**src/rtl/serial_subtractor.sv**
```systemverilog
// Bit-serial WIDTH-bit subtractor D = A - B, LSB first, one full-subtractor cell plus a borrow flop.
// Latency: done pulses in the cycle after edge k+WIDTH (accept edge k); one op per WIDTH+2 cycles.
// Backpressure: start is sampled only in IDLE; starts in SHIFT/DONE are dropped, never queued.
// Optional build macro SERIAL_SUB_SATURATE_EN: clamp D to 0 when the final borrow is set.
module serial_subtractor #(
  parameter int WIDTH = 4
) (
  input  logic             clk,
  input  logic             rst_n,
  input  logic             start,
  input  logic [WIDTH-1:0] A,
  input  logic [WIDTH-1:0] B,
  output logic [WIDTH-1:0] D,
  output logic             borrow_out,
  output logic             busy,
  output logic             done
);

  // Bit counter only has to reach WIDTH-1.
  localparam int CW = (WIDTH > 2) ? $clog2(WIDTH) : 1;
  localparam logic [CW-1:0] LAST_BIT = CW'(WIDTH - 1);

  typedef enum logic [1:0] {
    S_IDLE  = 2'd0,
    S_SHIFT = 2'd1,
    S_DONE  = 2'd2
  } state_t;

  state_t state_q, state_d;

  // Control strobes decoded from the current state.
  logic accept;
  logic shift_en;
  logic last_bit;

  // Datapath registers.
  logic [WIDTH-1:0] a_q, a_d;
  logic [WIDTH-1:0] b_q, b_d;
  logic [WIDTH-1:0] diff_q, diff_d;
  logic [CW-1:0]    cnt_q, cnt_d;
  logic             br_q, br_d;
  logic             borrow_q, borrow_d;

  // Full-subtractor cell working on the current LSBs.
  logic a_bit;
  logic b_bit;
  logic d_bit;
  logic br_next;

  // State register.
  always_ff @(posedge clk or negedge rst_n) begin
    if (!rst_n) begin
      state_q <= S_IDLE;
    end else begin
      state_q <= state_d;
    end
  end

  // Next-state logic: IDLE -> SHIFT on start, SHIFT -> DONE after the last bit, DONE -> IDLE.
  always_comb begin
    state_d = state_q;
    unique case (state_q)
      S_IDLE:  if (start)    state_d = S_SHIFT;
      S_SHIFT: if (last_bit) state_d = S_DONE;
      S_DONE:  state_d = S_IDLE;
      default: state_d = S_IDLE;
    endcase
  end

  // Output and strobe decode from the registered state.
  always_comb begin
    busy     = 1'b0;
    done     = 1'b0;
    accept   = 1'b0;
    shift_en = 1'b0;
    unique case (state_q)
      S_IDLE:  accept   = start;
      S_SHIFT: begin
        busy     = 1'b1;
        shift_en = 1'b1;
      end
      S_DONE:  done     = 1'b1;
      default: ;
    endcase
  end

  assign last_bit = shift_en && (cnt_q == LAST_BIT);

  // One bit of A - B with incoming borrow br_q.
  always_comb begin
    a_bit   = a_q[0];
    b_bit   = b_q[0];
    d_bit   = a_bit ^ b_bit ^ br_q;
    br_next = (~a_bit & b_bit) | (~(a_bit ^ b_bit) & br_q);
  end

  // Operand shift registers, bit counter and running borrow.
  always_comb begin
    a_d   = a_q;
    b_d   = b_q;
    cnt_d = cnt_q;
    br_d  = br_q;
    if (accept) begin
      a_d   = A;
      b_d   = B;
      cnt_d = '0;
      br_d  = 1'b0;
    end else if (shift_en) begin
      a_d   = a_q >> 1;
      b_d   = b_q >> 1;
      cnt_d = cnt_q + CW'(1);
      br_d  = br_next;
    end
  end

  // Result register: cleared on accept, filled from the MSB side, held after completion.
  always_comb begin
    diff_d   = diff_q;
    borrow_d = borrow_q;
    if (accept) begin
      diff_d   = '0;
      borrow_d = 1'b0;
    end else if (shift_en) begin
      diff_d = {d_bit, diff_q[WIDTH-1:1]};
      if (last_bit) begin
        borrow_d = br_next;
`ifdef SERIAL_SUB_SATURATE_EN
        // Negative result clamps to zero; the borrow still reports the underflow.
        if (br_next) begin
          diff_d = '0;
        end
`endif
      end
    end
  end

  // Datapath flops; async reset aborts any operation in flight.
  always_ff @(posedge clk or negedge rst_n) begin
    if (!rst_n) begin
      a_q      <= '0;
      b_q      <= '0;
      cnt_q    <= '0;
      br_q     <= 1'b0;
      diff_q   <= '0;
      borrow_q <= 1'b0;
    end else begin
      a_q      <= a_d;
      b_q      <= b_d;
      cnt_q    <= cnt_d;
      br_q     <= br_d;
      diff_q   <= diff_d;
      borrow_q <= borrow_d;
    end
  end

  assign D          = diff_q;
  assign borrow_out = borrow_q;

endmodule

```
**config.mk**
```make
export PLATFORM = sky130hd
export DESIGN_NAME = serial_subtractor
export DESIGN_NICKNAME = d
export VERILOG_FILES = /design/src/rtl/serial_subtractor.sv
export SDC_FILE = /design/constraint.sdc
export NUM_CORES = 1
export LEC_CHECK = 0
export ABC_AREA = 1
export CAP_MARGIN = 20
export CELL_PAD_IN_SITES_DETAIL_PLACEMENT = 1
export CELL_PAD_IN_SITES_GLOBAL_PLACEMENT = 2
export CORE_AREA = 2 2 44 76
export DETAILED_ROUTE_END_ITERATION = 8
export DIE_AREA = 0 0 46 78
export HOLD_SLACK_MARGIN = 0.06
export PLACE_DENSITY_LB_ADDON = 0.1
export SLEW_MARGIN = 20
export SYNTH_ARGS = -nofsm -noshare
export SYNTH_HDL_FRONTEND = slang
export SYNTH_SLANG_ARGS = --single-unit
```
**constraint.sdc**
```tcl
create_clock -name clk -period 1.4 [get_ports clk]
set_input_delay 0.42 -clock clk [delete_from_list [all_inputs] [get_ports clk]]
set_output_delay 0.42 -clock clk [all_outputs]
set_load 0.1 [all_outputs]
```
* Yosys cells after proc, flatten, opt, wreduce, memory -nomap -nowiden
Cells that the tools add are included.
** Operators by class
- Equal/unequal tests :: 5
- Add/sub/neg operators :: 1
- Mux-type cells :: 19
- Bitwise gates (word level) :: 7
- Reductions and logical operators :: 6
** Operators by type and width (number)
- two-way mux 4 bit :: 6
- two-way mux 1 bit :: 8
- two-way mux 2 bit :: 4
- equality test 2 bit, second input constant :: 2
- != test 2 bit, second input constant :: 2
- case mux 2 bit (2 select lines) :: 1
- AND reduction 2 bit :: 2
- nonzero test 2 bit :: 2
- adder 2 x 1 -> 2 bit, second input constant :: 1
- bitwise AND 1 bit :: 2
- equality test 2 x 1 -> 1 bit, second input constant :: 1
- logical NOT 2 bit :: 1
- inverter 1 bit :: 2
- bitwise XOR 1 bit :: 2
- logical AND 1 bit :: 1
- OR 1 bit :: 1
** Storage, ports and cells
- Word-level logic and storage cells :: 45
- Register bits after elaboration :: 18

* Logic depth before layout (Yosys ltp)
Gate-level depths: netlist (run 1).
- Depth in word-level cells :: 7
- Depth in mapped cells :: 5

* Worst setup path after synthesis (run 1)
OpenSTA, ideal clock, no wires.
- Kind :: reg-to-output
- Start :: register state_q[1]
- End :: output done
- Setup slack :: -729 ps
- Stages on the path, launching flop included :: 3
- Arrival time :: 1709 ps
- Required time :: 980 ps
- Cell sequence :: dfrtp_1 > inv_2 > nor2_1
** On the way
- Longest elaborated chain between the ends :: 2
** Ends and longest elaborated chain
- start: declaration :: RTL line 29 : state_t state_q, state_d;
- start signal: assignment :: RTL line 55 : state_q <= state_d;
- equality test 2 bit :: RTL line 76 : unique case (state_q)
- two-way mux 1 bit :: RTL line 76
- end: declaration :: RTL line 16 : output logic done
No other way between the ends.

* Worst setup path in the final report (run 1)
- Start :: register state_q[0]
- End :: output done
Same word-level chain as after synthesis.

==> flow_metrics.tcl, run 1 <==
set metrics [dict create \
    run_status "complete, but fails checks" \
    violations "negative setup slack" \
    dieArea_um2 3590 \
    synth_compound_area_frac 0.0187 \
    place_hpwl_um 1540 \
    antenna_found_initial 0 \
    relSlewSlack 0.783 \
    postSynthCellCount 89 \
    stdcell_count 140 \
    cts_tree "yes" \
    ios 18 \
    worst_pin_slew_ns 0.325 \
    routed_wl_um 2110 \
    gp_congestion 0.707 \
    grt_max_degree 19 \
    yosys.area_share.simple 0.324 \
    drt-initial-drc-count 18 \
    grtUsageTotal 0.142 \
    grt_pass1_wl_um 3730 \
    syn_avg_cell_area_um2 9.01 \
    cp-start-kind "flip-flop" \
    clkLatencyLatePin_ns 0.25 \
    fin_worst_skew_ns 0.00299 \
    nets 127 \
    crit_fanout 2 \
    synth_xor_area_frac 0 \
    grt_pass1_vias 785 \
    overflow 0 \
    crit_arrival_ns 1.06 \
    synthMuxAreaShare 0 \
    place_inst 135 \
    critPathSlowestCell "dfrtp_1" \
    setup_slack_ns -0.0826 \
    r2r_start "state_q[0]" \
    yosys.area_share.adder 0.0406 \
    ys_seq_area_frac 0.562 \
    worstSetupStartpoint "state_q[0]" \
    start_util 0.274 \
    postCtsHoldBufs 0 \
    ant_nets 0 \
    ys_seq_elements 18 \
    syn-cell-area_um2 802 \
    ys_types 13 \
    cts_buffers 3 \
    path_clk_slew_ns 0.07 \
    setup_viol 2 \
    clock-sinks 18 \
    cp.required_ns 0.98 \
    wire_per_inst_um 15.0 \
    p_leak_nw 0.567 \
    area_growth_pct 44.6 \
    port_buffers 17 \
    period_needed_ns 1.48 \
    path_class "flip-flop to output port" \
    synth_nets 102 \
    remaining_drc_errors 0 \
    fill_cells 341 \
    die_h_um 78 \
    max_freq_mhz 674 \
    p_per_area_nw_per_um2 2600 \
    finalHoldViolCount 0 \
    synth_top_family_by_area "simple AND/OR/NAND/NOR gates" \
    num_vias 705 \
    endpoint_kind "output port" \
    fp-row-count 26 \
    viasPerCell 5.04 \
    finalPower_w 0.00302 \
    die_width_um 46 \
    rsz0062_at_grt "true" \
    yosys_warnings 0 \
    crit_chain "buf_4 -> nor2_4 -> buf_12" \
    drv_cap 0 \
    finalMaxSlewViolations 0 \
    drive_gt1_frac 0.223 \
    clock_path_buffers 2 \
    ir_worst_vdd_mv 1.26 \
    clockRootBuffer "clkbuf_8" \
    min_path_type "input pin to async pin" \
    period_share 1.06 \
    critPathMaxStageDelay_ns 0.39 \
    n_antenna_cell 0 \
    reg2reg_setup_slack_ns 0.18 \
    first_pass_iters 2 \
    core_um2 2930 \
    h-tree-depth 1 \
]
-- sequential cells by signal, indices dropped and copies added, names as in the netlist --
register    flops
cnt_q           2
borrow_out      1
br_q            1
b_q             4
state_q         2
D               4
a_q             4
-- area by class of cell --
cell class / count / area, µm² / area share
multi-input cells: 62 / 320 / 0.276
repair buffers: 24 / 293 / 0.252
well taps: 28 / 35.0 / 0.0302
flip-flops and latches: 18 / 452 / 0.389
inverters: 5 / 18.8 / 0.0162
clock buffers: 3 / 41.3 / 0.0356
-- kinds of logic (layout without fill, tap and decap cells) --
kind of cell	count (synthesis)	in the layout
buffers and inverters	9	32
flip-flops	18	18
AO/OA/AOI/OAI	3	3
AND/OR/NAND/NOR	57	57
adder cells (fa/ha/maj)	2	2
-- cells in the mapped netlist --
| library cell | n | area share |
|---|---|---|
| buf_2 | 2 | 0.012 |
| nor2_1 | 1 | 0.0047 |
| nor2_2 | 2 | 0.016 |
| inv_2 | 1 | 0.0047 |
| ha_1 | 1 | 0.016 |
| o21ai_0 | 3 | 0.019 |
| nand2_1 | 23 | 0.11 |
| nand3_1 | 29 | 0.18 |
| fa_1 | 1 | 0.025 |
| nand2_2 | 2 | 0.016 |
| dfrtp_1 | 18 | 0.56 |
| inv_1 | 4 | 0.019 |
| buf_4 | 2 | 0.019 |
-- placed cells by master, fill, tap and decap left out, types with 2 or more instances in the layout --
| cell type | instances |
|---|---|
| nand3_1 | 29 |
| nand2_1 | 23 |
| dfrtp_1 | 17 |
| clkdlybuf4s50_1 | 10 |
| buf_12 | 7 |
| buf_4 | 7 |
| inv_1 | 3 |
| o21ai_0 | 3 |
| clkbuf_8 | 3 |
| inv_2 | 2 |
| nor2_4 | 2 |
| nand2_2 | 2 |
-- stage by stage --
| step | utilization | instance area (µm²) | setup slack [ns] | hold slack [ns] | TNS [ns] |
|---|---|---|---|---|---|
| 6_report | 0.396 | 1160 | -0.0826 | 0.495 | -0.155 |
| 5_1_grt | 0.396 | 1160 | -0.119 | 0.532 | -0.230 |
| 4_1_cts | 0.396 | 1160 | -0.0789 | 0.507 | -0.157 |
| 3_5_place_dp | 0.375 | 1100 | -0.120 | 0.493 | -1.32 |
| 3_3_place_gp | 0.375 | 1100 | -0.0798 | 0.477 | -0.814 |
| 2_1_floorplan | - | 810 | 0.0290 | 0.124 | 0 |
-- where the power goes --
group	leakage, nW	total, W	switching (W)	internal (W)
clock network	0.0216	0.000355	0.000164	0.000191
logic	0.313	0.00176	0.00113	0.000630
registers	0.232	0.000901	0.000165	0.000735
-- critical path: cells and delay by family, from the launching register on --
family / cells / cell delay [ns]
and+or+nand+nor: 1 / 0.09
DFF: 1 / 0.39
buffers and inverters: 2 / 0.33
-- timing repair --
item,4_1_cts,5_1_grt
setup endpoints to repair,2,2
resized for setup,2,1
setup buffers,2,0
pin swaps,2,0
-- layer usage --
metal,routed length (µm),GRT usage,vias up
met5,0,0,-
met4,44,0.0600,0
met3,82,0.0209,5
met2,1090,0.232,17
met1,886,0.175,345
li1,-,-,338
-- worst paths after layout --
path                                    to  depth (start not counted)
worst max-delay path                  done                          3
worst min-delay path                b_q[2]                          2
worst max register to register    cnt_q[0]                          5
worst min register to register      a_q[2]                          2
max in group asynchronous       state_q[1]                          2
min in group clk                    a_q[2]                          2
(Power assumes the default switching activity.)
==> inputs of run 2 (changes only) <==
SLEW_MARGIN = not set   (was 20)
==> results of run 2 <==
No change in the layout: final DEF, timing and power equal those of run 1.
==> inputs of run 3 (changes only) <==
GPL_ROUTABILITY_DRIVEN = 0   (was not set)
SLEW_MARGIN = 20   (was not set)
==> results of run 3 <==
No change in the layout: final DEF, timing and power equal those of run 1.
